--- src/rtl/adc_pattern_source_pkg.sv ---
// Shared encodings for the synthetic ADC pattern source: CSR select codes,
// pattern modes, FSM states and readout field positions.
package adc_pattern_source_pkg;

  localparam logic [1:0] SEL_CTRL  = 2'b00;
  localparam logic [1:0] SEL_TABLE = 2'b01;
  localparam logic [1:0] SEL_RAMP  = 2'b10;
  localparam logic [1:0] SEL_DIV   = 2'b11;

  typedef enum logic [1:0] {
    MODE_OFF   = 2'd0,
    MODE_CONST = 2'd1,
    MODE_RAMP  = 2'd2,
    MODE_TABLE = 2'd3
  } mode_e;

  typedef enum logic [1:0] {
    ST_IDLE = 2'd0,
    ST_RUN  = 2'd1,
    ST_DONE = 2'd2
  } state_e;

  localparam int CTRL_RUN_BIT     = 2;
  localparam int CTRL_ONESHOT_BIT = 3;
  localparam int CTRL_LEN_LSB     = 8;
  localparam int TBL_IDX_LSB      = 26;

  localparam int RO_DONE_BIT = 2;
  localparam int RO_RUN_BIT  = 3;
  localparam int RO_IDX_LSB  = 4;
  localparam int RO_VAL_LSB  = 16;

  function automatic logic [31:0] pack_readout(state_e st, logic [3:0] idx, logic [15:0] val);
    logic [31:0] r;
    r                  = '0;
    r[1:0]             = st;
    r[RO_DONE_BIT]     = (st == ST_DONE);
    r[RO_RUN_BIT]      = (st == ST_RUN);
    r[RO_IDX_LSB +: 4] = idx;
    r[RO_VAL_LSB +: 16] = val;
    return r;
  endfunction

endpackage

--- src/rtl/adc_valid_cadence.sv ---
// Sample-rate divider: one-cycle tick every div+1 enabled cycles. A load
// makes the written divider count from the load cycle itself.
module adc_valid_cadence (
  input  logic        clk_i,
  input  logic        rst_i,
  input  logic        en_i,
  input  logic        clr_i,
  input  logic        load_i,
  input  logic [15:0] load_val_i,
  input  logic [15:0] div_i,
  output logic        tick_o
);

  logic [15:0] cnt_q, cnt_d, eff;

  // Down-counter: zero means "tick now"; a load behaves as if the counter held the new divider.
  always_comb begin
    eff    = load_i ? load_val_i : cnt_q;
    tick_o = en_i && !clr_i && (eff == 16'd0);
    cnt_d  = cnt_q;
    if (clr_i) begin
      cnt_d = '0;
    end else if (en_i || load_i) begin
      if (eff == 16'd0) cnt_d = load_i ? load_val_i : div_i;
      else              cnt_d = eff - 16'd1;
    end
  end

  always_ff @(posedge clk_i or posedge rst_i) begin
    if (rst_i) cnt_q <= '0;
    else       cnt_q <= cnt_d;
  end

endmodule

--- src/rtl/adc_pattern_source.sv ---
// Synthetic ADC front end: CSR-programmed constant/ramp/table patterns emitted
// as registered I/Q sample strobes at a programmable cadence.
module adc_pattern_source
  import adc_pattern_source_pkg::*;
#(
  parameter int DATA_WIDTH  = 16,
  parameter int TABLE_DEPTH = 16,
  parameter int CH_OFFSET   = 0
) (
  input  logic                  adcClk,
  input  logic                  adcReset,
  input  logic                  csrStrobe,
  input  logic [31:0]           GPIO_OUT,
  output logic [31:0]           readout,
  output logic                  adcValidOut,
  output logic [DATA_WIDTH-1:0] adc0Out,
  output logic [DATA_WIDTH-1:0] adc1Out,
  output logic [DATA_WIDTH-1:0] adc2Out,
  output logic [DATA_WIDTH-1:0] adc3Out,
  output logic [DATA_WIDTH-1:0] adc0QOut,
  output logic [DATA_WIDTH-1:0] adc1QOut,
  output logic [DATA_WIDTH-1:0] adc2QOut,
  output logic [DATA_WIDTH-1:0] adc3QOut
);

  localparam int IDX_W = (TABLE_DEPTH > 1) ? $clog2(TABLE_DEPTH) : 1;
  typedef logic [DATA_WIDTH-1:0] smp_t;

  function automatic smp_t chan_val(smp_t v, int k);
    return v + smp_t'(k * CH_OFFSET);
  endfunction

  function automatic smp_t neg_val(smp_t v);
    smp_t z;
    z = '0;
    return z - v;
  endfunction

  logic [1:0]  sel;
  logic        ctrl_wr, tbl_wr, ramp_wr, div_wr;
  mode_e       wr_mode;
  logic        start, running, tick, valid_d, last_entry, finish, keep_run;
  logic        unused_gpio;

  state_e      state_q;
  mode_e       mode_q;
  logic        one_shot_q;
  logic [3:0]  last_idx_q, idx_q;
  smp_t        acc_q, inc_q, v_q, sample;
  logic [15:0] div_q;
  logic        valid_q;
  smp_t        tbl_q [TABLE_DEPTH];
  smp_t        i_q [4];
  smp_t        q_q [4];

  assign sel         = GPIO_OUT[31:30];
  assign ctrl_wr     = csrStrobe && (sel == SEL_CTRL);
  assign tbl_wr      = csrStrobe && (sel == SEL_TABLE);
  assign ramp_wr     = csrStrobe && (sel == SEL_RAMP);
  assign div_wr      = csrStrobe && (sel == SEL_DIV);
  assign wr_mode     = mode_e'(GPIO_OUT[1:0]);
  assign unused_gpio = ^GPIO_OUT[25:16];

  assign start      = ctrl_wr && GPIO_OUT[CTRL_RUN_BIT] && (wr_mode != MODE_OFF);
  assign running    = (state_q == ST_RUN);
  // Any CTRL write in the tick cycle (stop or restart) swallows that sample.
  assign valid_d    = tick && !ctrl_wr;
  assign last_entry = (idx_q == last_idx_q);
  assign finish     = valid_d && (mode_q == MODE_TABLE) && one_shot_q && last_entry;
  assign keep_run   = start || (running && !ctrl_wr && !finish);

  adc_valid_cadence u_cadence (
    .clk_i      (adcClk),
    .rst_i      (adcReset),
    .en_i       (running),
    .clr_i      (start),
    .load_i     (div_wr),
    .load_val_i (GPIO_OUT[15:0]),
    .div_i      (div_q),
    .tick_o     (tick)
  );

  always_comb begin
    sample = '0;
    case (mode_q)
      MODE_CONST: sample = tbl_q[0];
      MODE_RAMP:  sample = acc_q;
      MODE_TABLE: sample = tbl_q[idx_q[IDX_W-1:0]];
      default:    sample = '0;
    endcase
  end

  always_ff @(posedge adcClk or posedge adcReset) begin
    if (adcReset) begin
      state_q    <= ST_IDLE;
      mode_q     <= MODE_OFF;
      one_shot_q <= 1'b0;
      last_idx_q <= '0;
      idx_q      <= '0;
      acc_q      <= '0;
      inc_q      <= '0;
      div_q      <= '0;
      valid_q    <= 1'b0;
    end else begin
      valid_q <= valid_d;
      if (ctrl_wr) begin
        mode_q     <= wr_mode;
        one_shot_q <= GPIO_OUT[CTRL_ONESHOT_BIT];
        last_idx_q <= GPIO_OUT[CTRL_LEN_LSB +: 4];
      end
      if (ramp_wr) inc_q <= GPIO_OUT[DATA_WIDTH-1:0];
      if (div_wr)  div_q <= GPIO_OUT[15:0];

      case (state_q)
        ST_RUN: begin
          if (ctrl_wr)     state_q <= start ? ST_RUN : ST_IDLE;
          else if (finish) state_q <= ST_DONE;
        end
        default: begin
          if (ctrl_wr) state_q <= start ? ST_RUN : ST_IDLE;
        end
      endcase

      if (start) begin
        idx_q <= '0;
        acc_q <= '0;
      end else if (valid_d) begin
        if (mode_q == MODE_TABLE) idx_q <= last_entry ? 4'd0 : idx_q + 4'd1;
        if (mode_q == MODE_RAMP)  acc_q <= acc_q + inc_q;
      end
    end
  end

  always_ff @(posedge adcClk or posedge adcReset) begin
    if (adcReset) begin
      for (int i = 0; i < TABLE_DEPTH; i++) tbl_q[i] <= '0;
    end else if (tbl_wr) begin
      tbl_q[GPIO_OUT[TBL_IDX_LSB +: IDX_W]] <= GPIO_OUT[DATA_WIDTH-1:0];
    end
  end

  // Sample registers load only with a valid and fall to zero once the run ends.
  always_ff @(posedge adcClk or posedge adcReset) begin
    if (adcReset) begin
      v_q <= '0;
      for (int k = 0; k < 4; k++) begin
        i_q[k] <= '0;
        q_q[k] <= '0;
      end
    end else if (valid_d) begin
      v_q <= sample;
      for (int k = 0; k < 4; k++) begin
        i_q[k] <= chan_val(sample, k);
        q_q[k] <= neg_val(chan_val(sample, k));
      end
    end else if (!keep_run) begin
      v_q <= '0;
      for (int k = 0; k < 4; k++) begin
        i_q[k] <= '0;
        q_q[k] <= '0;
      end
    end
  end

  assign adcValidOut = valid_q;
  assign adc0Out     = i_q[0];
  assign adc1Out     = i_q[1];
  assign adc2Out     = i_q[2];
  assign adc3Out     = i_q[3];
  assign adc0QOut    = q_q[0];
  assign adc1QOut    = q_q[1];
  assign adc2QOut    = q_q[2];
  assign adc3QOut    = q_q[3];
  assign readout     = pack_readout(state_q, idx_q, 16'(v_q));

endmodule
--- config.mk ---
export PLATFORM = sky130hd
export DESIGN_NAME = adc_pattern_source
export DESIGN_NICKNAME = d
export VERILOG_FILES = /design/src/rtl/adc_pattern_source_pkg.sv /design/src/rtl/adc_valid_cadence.sv /design/src/rtl/adc_pattern_source.sv
export SDC_FILE = /design/constraint.sdc
export NUM_CORES = 1
export LEC_CHECK = 0
export CAP_MARGIN = 30
export CORE_MARGIN = 8
export CORE_UTILIZATION = 41
export DETAILED_ROUTE_END_ITERATION = 8
export PLACE_DENSITY = 0.67
export SLEW_MARGIN = 40
export SYNTH_ARGS = -nofsm -noshare
export SYNTH_HDL_FRONTEND = slang
export SYNTH_SLANG_ARGS = --single-unit
--- constraint.sdc ---
create_clock -name adcClk -period 27.1 [get_ports adcClk]
set_input_delay 6.775 -clock adcClk [delete_from_list [all_inputs] [get_ports adcClk]]
set_output_delay 6.775 -clock adcClk [all_outputs]
set_load 0.01 [all_outputs]
# After elaboration in Yosys (flattened, before gate mapping)
# Cells that the tools add are included.
[classes] order_cmp=3 reduce_logical=32 n_addsub=4 bitwise_logic=2 eq_ne=10 muxes=29
[op_table] op="bitwise mux 256 bit" count=1
[op_table] op="2-to-1 mux 16 bit" count=13
[op_table] op="2-to-1 mux 64 bit" count=3
[op_table] op="binary-select mux 16 bit (select 4 bit)" count=1
[op_table] op="demux 16 bit (select 4 bit)" count=1
[op_table] op="case mux 16 bit (3 select lines)" count=1
[op_table] op="adder 16 bit" count=1
[op_table] op="logical NOT 16 bit" count=1
[op_table] op="2-to-1 mux 4 bit" count=4
[op_table] op="subtractor 1 x 16 -> 16 bit (first input constant)" count=1
[op_table] op="subtractor 16 x 1 -> 16 bit (second input constant)" count=1
[op_table] op="logical AND 1 bit" count=15
[op_table] op="nonzero test 2 bit" count=7
[op_table] op="equality test 2 bit (second input constant)" count=5
[op_table] op=">= comparator 5 bit (second input constant)" count=2
[op_table] op="inverter 4 -> 5 bit" count=2
[op_table] op="2-to-1 mux 2 bit" count=4
[op_table] op="equality test 2 x 1 -> 1 bit (second input constant)" count=3
[op_table] op="AND reduction 2 bit" count=3
[op_table] op="< comparator 5 x 1 -> 1 bit (second input constant)" count=1
[op_table] op="adder 4 x 1 -> 4 bit (second input constant)" count=1
[op_table] op="equality test 4 bit" count=1
[op_table] op="logical NOT 1 bit" count=3
[op_table] op="logical NOT 2 bit" count=1
[op_table] op="3 further kinds" count=4
[totals] register_bits=478 wordCells=115 out_inout_bits=161

# Depth between registers and ports, before layout
# Gate-level depths: netlist of the first run.
[depth] ltp_word=16 depth_mapped=14 ltp_nobuf=11

# Cells and area by module
# From an unflattened synthesis of the first run, not the netlist that was laid out.
[hier_totals] hier_cells=1513 hier_area_um2=19048.3
[modules_own_cells] module="adc_pattern_source" area_each_um2=17374.2 n_inst=1 cells_per_inst=1331
[modules_own_cells] module="adc_valid_cadence" area_each_um2=1674.1 n_inst=1 cells_per_inst=182

# Worst setup path before layout of the first run
# No wires, ideal clock.
[synth_timing] kind="input port to flip-flop" startpoint="input GPIO_OUT[31]" endpoint="register q_q (netlist bit adc0QOut[15])" n_path_buf=5 setup_time_ns=0.131 stages=13 path_slack_ns=17.512 required_ns=26.969 arrival_ns=9.457 cell_sequence="clkbuf_2 nand3_2 buf_2 clkbuf_1 clkbuf_1 a21oi_1 ha_1 o211ai_1 nor4_1 o21ai_0 clkbuf_1 a221oi_1 nand3_1"
[synth_via] elab_chain_cells=15 elab_cells_between_ends=22 classes_between="eq/ne (2); mux (2); reduce/logical (18)"
[synth_lines] item="from (decl)" line="adc_pattern_source.sv:13" text="input logic [31:0] GPIO_OUT,"
[synth_lines] item="parallel branches: the longest is 15 deep, another holds 2-to-1 mux 16 bit"
[synth_lines] item="to (signal, indexed assignment)" line="adc_pattern_source.sv:154" text="q_q[k] <= neg_val(chan_val(sample, k));"
[synth_lines] item="to (decl)" line="adc_pattern_source.sv:54" text="smp_t q_q [4];"
# Parallel ways; which one is timed is not known.
# A chain may end at the register's enable or synchronous reset.

# Final worst setup path of the first run
[layout_timing] startpoint="input GPIO_OUT[31]" endpoint="register acc_q[14]"
[layout_via] elab_chain_cells=10 elab_cells_between_ends=17 classes_between="eq/ne (1); mux (2); reduce/logical (14)"
[layout_lines] item="parallel branches: the longest is 10 deep, another holds 2-to-1 mux 16 bit"
[layout_lines] item="to (signal assigned)" line="adc_pattern_source.sv:129" text="if (mode_q == MODE_RAMP) acc_q <= acc_q + inc_q;"
[layout_lines] item="to (decl)" line="adc_pattern_source.sv:49" text="smp_t acc_q, inc_q, v_q, sample;"
# Parallel ways; which one is timed is not known.

==> results of run 1 <==
cell type report:
type | instances | area share
clock buffers | 59 | 0.0546
clock inverters | 4 | 0.00227
well taps | 600 | 0.0350
multi-input cells | 949 | 0.387
inverters | 9 | 0.00216
repair buffers | 206 | 0.0932
flip-flops and latches | 365 | 0.426
logic make-up after synthesis:
| family | share of synthesized area |
|---|---|
| muxes | 0.254 |
| DFF | 0.488 |
| and+or+nand+nor | 0.0774 |
| buffers and inverters | 0.0741 |
| AOI/OAI and AO/OA | 0.0715 |
| xor gates and xnor gates | 0.0215 |
| adders and majority gates | 0.0138 |
| other | 0.000200 |
state kept, by name, indices dropped and copies added (netlist names), 2 cells and up:
register         count
mode_q               2
last_idx_q           4
u_cadence.cnt_q     16
state_q              2
adc0QOut            15
div_q               16
v_q                 16
acc_q               16
inc_q               16
tbl_q              256
idx_q                4
worst max-delay path: cells and delay by family:
family        cells  cell delay, ps
simple gates      6            2340
mux               1             480
buf+inv           2             960
synth_stat cells (3+ instances only):
cell	instances	area, sq um
and3_1	5	31.3
mux2_2	287	3230
buf_2	12	60.1
o21ai_1	7	35.0
and2_1	10	62.6
mux4_2	45	1010
a22oi_1	18	135
mux2i_1	50	500
o21ai_0	59	295
a21oi_1	34	170
nor3_1	13	65.1
xor2_1	21	184
inv_1	7	26.3
o21bai_1	3	22.5
o221ai_1	4	35.0
a21o_1	15	113
or2_2	4	25.0
buf_4	126	946
nand3_1	39	195
nor4_1	8	50.1
nand4_1	3	18.8
nand2b_1	10	62.6
nor2_1	40	150
nor3b_1	4	30.0
dfrtp_1	365	9130
nand3b_1	5	37.5
buf_1	3	11.3
a31oi_1	3	18.8
xnor2_1	25	219
a22o_1	29	254
nand2_1	108	405
o21a_1	3	22.5
a221oi_1	6	52.6
clkbuf_1	85	319
ha_1	19	238
nor2b_1	20	125
or3_1	7	43.8
a211oi_1	3	22.5
layer usage:
metal / vias to the layer above / global-route usage / wire length [um] / share of wire
li1: 5456 / - / - / -
met3: 95 / 0.0309 / 3470 / 0.072
met5: - / 0 / 0 / 0
met2: 429 / 0.292 / 22500 / 0.47
met4: 0 / 0.0570 / 1380 / 0.029
met1: 6284 / 0.235 / 20800 / 0.43
report_power, final:
part	leakage, uW	total [uW]	internal, uW	switching (uW)
sequential	0.00483	663	617	46.0
combinational	0.00405	275	134	141
clock	0.000603	515	305	211
path summary, 6_finish.rpt:
kind,end,startpoint,depth (start not counted)
max,acc_q[14],GPIO_OUT[31],9
min,div_q[6],div_q[6],2
max reg2reg,adc0QOut[13],idx_q[0],8
min reg2reg,div_q[6],div_q[6],2
max in group asynchronous,idx_q[3],adcReset,4
min in group asynchronous,tbl_q[158],adcReset,2
through the flow:
stage	std cells	cell area, sq um	hold slack [ps]
after global routing	2192	21500	489
after floorplan	1551	18700	436
after global placement	2125	20200	455
after detailed placement	2129	20200	458
after CTS	2192	21500	473
final	2192	21500	472
==> flow_summary.toml, run 1 <==
[sta]
maxSlewHeadroom = 0.439
rsz0062_at_grt = "no"
finalCritPeriodShare = 0.373
fin_skew_ps = 16.8
setup_viol = 0
fmax_mhz = 98.8
tightest_slew_ps = 841
finalHoldViolations = 0
fin_ws_ps = 16980
fin_setup_tns_ps = 0
drv_slew = 0
period_minus_slack_ps = 10120

[job]
drv_cap = 0

[setup_path]
critPathLaunchType = "input pin"
path_common_cell = "nand3_1"
worstSetupEndpointType = "register"
ff2ff_setup_slack_ps = 22860
max_stage_delay_ps = 670
critPathSlowestCell = "clkdlybuf4s50_1"
worstPathMaxFanout = 41
criticalPathCategory = "in -> reg"
worstPathArrival_ps = 10590
cp.required_ps = 27570
path_cells = "clkdlybuf4s50_1 > nand3_4 > mux2i_1 > nand3_1 > nor4_2 > buf_4 > nand2_2 > or4_1 > nand3_1"

[route]
wl_mm = 48.1
drcViolationCount = 0
drt_iter0_drc = 860
num_vias = 12300
first_pass_iters = 5
wl_per_cell_um = 22.0
post_drt_via_cell_ratio = 5.59
ant_nets = 0

[worst_hold_path]
min_path_type = "reg -> reg"

[run_status]
outcome = "completed"

[synth]
avgSynthCellArea_sq_um = 12.1
ys_seq_elements = 365
yosys.cell_types.count = 66
synth_edf_count = 0
ys.flop_type = "dfrtp_1"
syn_inst = 1544
syn_area_sq_um = 18700
ys_seq_area_frac = 0.488
synth-async-reset-ratio = 1.00
ys_warn_count = 0

[clock_tree]
post_cts_resized = 0
clockRootBuffer = "clkbuf_16"
cts_setup_buffers = 0
cts_made_buffers = 37
cts_max_level = 2
ctsLongestPathBuffers = 3
clk_pin_slew_worst_paths_ps = 60
cts_hold_buf = 0
cts_tree = "built"
clk_latency_ps = 540
cts.sinks = 365

[cells_and_area]
seqCellArea_sq_um = 9140
post-route-util = 0.475
fillers = 3991
multi_input_area_sq_um = 8290
n_antenna_cell = 0
layout.cells.most_common = "dfrtp_1"
final_nets = 1623
final_cell_mix = "dfrtp_1, mux2_2, clkdlybuf4s50_1"
final_layout_size_suffix_gt1_frac = 0.285
syn_to_final_growth_pct = 14.6

[die]
core-area_sq_um = 45200
floorplan.initialDensity = 0.414
fp.dieH_um = 230
die_x_um = 230
rows = 78
dieArea_sq_um = 52700
ioPinCount = 196

[global_routing]
grt_max_degree = 137
grt_pass1_wl_mm = 74.5
grt_remaining_overflow = 0
antenna_found_initial = 1
grt_pass1_vias = 12500
grt_usage = 0.177

[power]
peakVddDrop_mv = 0.0368
power.density_nw_per_um2 = 67.7
leakage_uw = 0.00948
power.total_uw = 1450

[place]
dp_hpwl_mm = 32.2
routabilityCongestion = 0.832
pre_cts_slack_ps = 16490
port-buffer-count = 177
(Power assumes the default switching activity.)
==> run 2, diff against run 1 <==
==> constraint.sdc (replaced) <==
create_clock -name adcClk -period 9.35 [get_ports adcClk]
set_input_delay 2.3375 -clock adcClk [delete_from_list [all_inputs] [get_ports adcClk]]
set_output_delay 2.3375 -clock adcClk [all_outputs]
set_load 0.01 [all_outputs]
==> run 2 against run 1 <==
Compared with the run above: clock power rose to 3.0 times the previous value; combinational power grew to 2.9 times the previous value; non-clock buffer count is 10 higher; via count barely moved; core utilization grew 0.37 points; register-to-register slack got worse by 18000 ps; sequential power increased to 2.9 times the previous value; largest cell class unchanged; critical path type unchanged; critical endpoint unchanged; critical path depth did not move; die area is the same.
==> flow_summary.toml, run 2 (synthesis gave the netlist of run 1 again) <==
[power]
peakVddDrop_mv = 0.112
leakage_uw = 0.00955
pwr-share-clk = 0.358
p_comb_frac = 0.191
power.density_nw_per_um2 = 197
seqPwrFrac = 0.451
swShare = 0.274
intPower_uw = 3090
p_sw_uw = 1160

[place]
port-buffer-count = 177
dp_hpwl_mm = 32.1
routabilityCongestion = 0.841
placed_cells = 2136

[sta]
fin_skew_ps = 13.6
fmax_mhz = 178
finalHoldViolations = 0
drv_slew = 0
maxSlewHeadroom = 0.426
tightest_slew_ps = 859
rsz0062_at_grt = "no"
finalCritPeriodShare = 0.602
fin_setup_tns_ps = 0
setup_viol = 0
period_minus_slack_ps = 5630

[route]
num_vias = 12300
drcViolationCount = 0
wl_met3_mm = 3.50
ant_nets = 0
post_drt_via_cell_ratio = 5.55
wl_mm = 48.2
met2_length_mm = 23.2
first_pass_iters = 5
drt_iter0_drc = 849
top_layer_used = "met4"
wirelength_met1_mm = 20.1
wl_per_cell_um = 21.8

[clock_tree]
cts_setup_buffers = 0
cts_hold_buf = 0
clk_pin_slew_worst_paths_ps = 60
ctsLongestPathBuffers = 3
clk_latency_ps = 540
post_cts_resized = 0
cts_made_buffers = 38
cts_max_level = 2
clockRootBuffer = "clkbuf_16"
cts.sinks = 365
cts_tree = "built"

[global_routing]
antenna_found_initial = 6
grt_pass1_wl_mm = 74.0
grt_pass1_vias = 12600
grt_usage = 0.176
grt_remaining_overflow = 0
grt_max_degree = 141

[setup_path]
cp.required_ps = 9820
worstPathArrival_ps = 6100
worstPathMaxFanout = 41
critPathLaunchType = "input pin"
criticalPathCategory = "in -> reg"
worstSetupEndpointType = "register"

[die]
rows = 78
ioPinCount = 196
dieArea_sq_um = 52700
floorplan.initialDensity = 0.414
core-area_sq_um = 45200
fp.dieH_um = 230
die_x_um = 230

[cells_and_area]
final_nets = 1634
largest_reg_flops = 256
final_layout_size_suffix_gt1_frac = 0.290
layout.cells.most_common = "dfrtp_1"
regMostFlops = "tbl_q"
n_antenna_cell = 0
final_cell_mix = "dfrtp_1, mux2_2, clkdlybuf4s50_1"
final_cells = 2209
syn_to_final_growth_pct = 15.5

[job]
drv_cap = 0

[worst_hold_path]
min_path_type = "reg -> reg"

[run_status]
outcome = "completed"
[run 2: path summary, 6_finish.rpt]
path / startpoint / to / slack, ps / depth (start not counted)
worst min register to register: div_q[9] / div_q[9] / 470 / 2
worst max-delay path: GPIO_OUT[31] / acc_q[14] / 3720 / 9
min in group asynchronous: adcReset / div_q[8] / 2240 / 2
max in group asynchronous: adcReset / tbl_q[66] / 5210 / 5
worst max register to register: idx_q[0] / adc0QOut[13] / 4620 / 10
worst min-delay path: div_q[9] / div_q[9] / 470 / 2
[run 2: cell type report]
type / instances / area [sq um]
Fill cell: 3942 / 23600
Sequential cell: 365 / 9140
Multi-Input combinational cell: 949 / 8300
Timing Repair Buffer: 216 / 2120
Clock buffer: 63 / 1200
Tap cell: 600 / 751
Clock inverter: 7 / 62.6
Inverter: 9 / 37.5
[run 2: stage by stage]
| step | hold slack [ps] | utilization | worst slack [ps] | power (uW) | area [sq um] |
|---|---|---|---|---|---|
| global placement | 452 | 0.447 | 2590 | 2700 | 20200 |
| detailed placement | 463 | 0.449 | 3190 | 2740 | 20300 |
| floorplan | 436 | - | 2120 | 2530 | 18700 |
| global route | 492 | 0.478 | 3380 | 4440 | 21600 |
| CTS | 475 | 0.477 | 3770 | 4270 | 21600 |
| finish | 471 | 0.478 | 3720 | 4250 | 21600 |
[run 2: power groups by stage]
stage | registers (uW) | logic (uW) | clock network (uW)
global placement | 1930 | 779 | 0
CTS | 1910 | 809 | 1550
detailed placement | 1940 | 804 | 0
finish | 1920 | 810 | 1520
floorplan | 1900 | 633 | 0
global route | 1940 | 885 | 1620
[run 2: metal layers]
metal,vias up,track usage
met1,6305,0.221
met2,395,0.297
met5,-,0
met3,71,0.0373
li1,5485,-
met4,0,0.0608
[run 2: worst max-delay path, cell delays in order]
cell,delay (ps)
clkdlybuf4s50_1,660
nand3_4,490
mux2i_1,470
nand3_1,380
nor4_2,390
buf_4,280
nand2_2,350
or4_1,610
nand3_1,100
==> run 3, diff against run 2 <==
==> constraint.sdc (replaced) <==
create_clock -name adcClk -period 5.2 [get_ports adcClk]
set_input_delay 1.3 -clock adcClk [delete_from_list [all_inputs] [get_ports adcClk]]
set_output_delay 1.3 -clock adcClk [all_outputs]
set_load 0.01 [all_outputs]
==> run 3 against run 2 <==
Compared with the run above: count of clock-buffer cells in the layout is 6 lower; largest cell class unchanged; combinational power is 79% higher; design area is 0.34% higher; register-to-register slack worse by 3600 ps; sequential power is 80% higher; clock skew is 5.9 ps lower; flip-flop and latch count stayed put; non-clock buffer count is 12 higher; largest power group unchanged; total power is 81% higher; critical path depth is 1 higher; highest routed layer unchanged; cell count is 0.45% higher; worst hold slack worse by 3.0 ps.
==> flow_summary.toml, run 3 (synthesis gave the netlist of run 1 again) <==
[die]
floorplan.initialDensity = 0.414
ioPinCount = 196
rows = 78
core-area_sq_um = 45200
fp.dieH_um = 230
die_x_um = 230
dieArea_sq_um = 52700

[cells_and_area]
final_nets = 1646
final_layout_size_suffix_gt1_frac = 0.292
largest_reg_flops = 256
design_area_sq_um = 21700
syn_to_final_growth_pct = 15.9
final_cell_mix = "dfrtp_1, mux2_2, clkdlybuf4s50_1"
layout.cells.most_common = "dfrtp_1"
n_antenna_cell = 0
regMostFlops = "tbl_q"

[sta]
finalCritPeriodShare = 0.828
fin_setup_tns_ps = 0
maxSlewHeadroom = 0.426
fmax_mhz = 232
tightest_slew_ps = 859
rsz0062_at_grt = "no"
setup_viol = 0
drv_slew = 0
finalHoldViolations = 0
period_minus_slack_ps = 4310
fin_ws_ps = 893
fin_skew_ps = 7.65

[route]
first_pass_iters = 5
drt_iter0_drc = 866
wl_per_cell_um = 21.5
post_drt_via_cell_ratio = 5.50
wl_mm = 47.8
drcViolationCount = 0
num_vias = 12200
ant_nets = 0

[clock_tree]
cts_hold_buf = 0
cts_made_buffers = 38
cts_max_level = 2
cts_setup_buffers = 0
ctsLongestPathBuffers = 3
cts_tree = "built"
cts.sinks = 365
clk_pin_slew_worst_paths_ps = 60
clockRootBuffer = "clkbuf_16"
post_cts_resized = 0
clk_latency_ps = 540

[power]
seqPwrFrac = 0.450
leakage_uw = 0.00960
intPower_uw = 5590
p_sw_uw = 2100
p_comb_frac = 0.188
swShare = 0.273
peakVddDrop_mv = 0.230
power.total_uw = 7690
power.density_nw_per_um2 = 355
pwr-share-clk = 0.362

[global_routing]
grt.met3_usage = 0.0337
grt_remaining_overflow = 0
grt_pass1_vias = 12600
grt_pass1_wl_mm = 73.9
antenna_found_initial = 0
grt_usage = 0.175
grt-busiest-layer = "met2"
grt_max_degree = 130
met2_usage = 0.299
use_met1 = 0.224

[setup_path]
rr_worst_depth = 8
critPathLaunchType = "input pin"
r2r-start = "idx_q[0]"
ff2ff_setup_slack_ps = 990
criticalPathCategory = "in -> reg"
worstPathArrival_ps = 4720
worstReg2RegEnd = "adc0QOut[11]"
worstPathMaxFanout = 32
cp.required_ps = 5610
worstSetupEndpointType = "register"

[worst_hold_path]
whs_path_depth = 1
holdCritStartpoint = "div_q[5]"
min_path_type = "reg -> reg"
hold_end = "div_q[5]"

[place]
port-buffer-count = 177
routabilityCongestion = 0.828
dp_hpwl_mm = 32.5
pre_cts_slack_ps = 322
post_dp_cell_area_sq_um = 20400

[run_status]
outcome = "completed"

[job]
drv_cap = 0
## run 3: cell types whose count changed in the layout (fill, tap and decap cells not counted), moves of 3 or more
| cell | previous run | this run |
|---|---|---|
| buf_2 | 5 | 0 |
| buf_4 | 30 | 46 |
| buf_6 | 5 | 2 |
| clkbuf_1 | 13 | 8 |
| clkbuf_16 | 41 | 38 |
| clkdlybuf4s50_1 | 172 | 177 |
## run 3: worst max path at each step
stage,startpoint,cells after the start,slack (ps),end
after floorplan,adcReset,1,-1000,acc_q[0]
after global placement,GPIO_OUT[31],9,410,v_q[8]
after detailed placement,GPIO_OUT[31],10,320,acc_q[14]
after CTS,GPIO_OUT[31],10,910,acc_q[14]
after global routing,GPIO_OUT[30],10,550,u_cadence.cnt_q[12]
final,GPIO_OUT[31],10,890,u_cadence.cnt_q[13]
## run 3: power by group through the flow
stage | Clock, uW | Sequential, uW | Combinational, uW
2_1_floorplan | 0 | 3410 | 1140
3_3_place_gp | 0 | 3470 | 1390
3_5_place_dp | 0 | 3500 | 1450
4_1_cts | 2840 | 3450 | 1450
5_1_grt | 2960 | 3500 | 1590
6_report | 2790 | 3460 | 1450
## run 3: stage by stage
step,cells,utilization,hold WS [ps]
finish,2219,0.480,468
floorplan,1551,-,436
CTS,2219,0.480,474
global route,2219,0.480,496
detailed placement,2151,0.452,461
global placement,2149,0.451,452
## run 3: layout make-up
cell class	instances	area, sq um
clock buffers	57	1130
clock inverters	11	149
fillers	3988	23500
inverters	9	37.5
multi-input cells	949	8280
flip-flops and latches	365	9140
well taps	600	751
repair buffers	228	2200
## run 3: metal layers
layer,vias to the layer above,routed length (um)
met5,-,0
met4,0,1200
met3,63,3110
met2,357,23000
met1,6297,20500
li1,5495,-
## run 3: worst max-delay path, cell delays in order
cell	delay (ps)
clkdlybuf4s50_1	590
nand3_2	520
mux2i_1	520
nand3_1	360
nor4_2	420
buf_4	370
nor2b_1	130
a22o_1	190
a22oi_1	190
o22ai_1	120
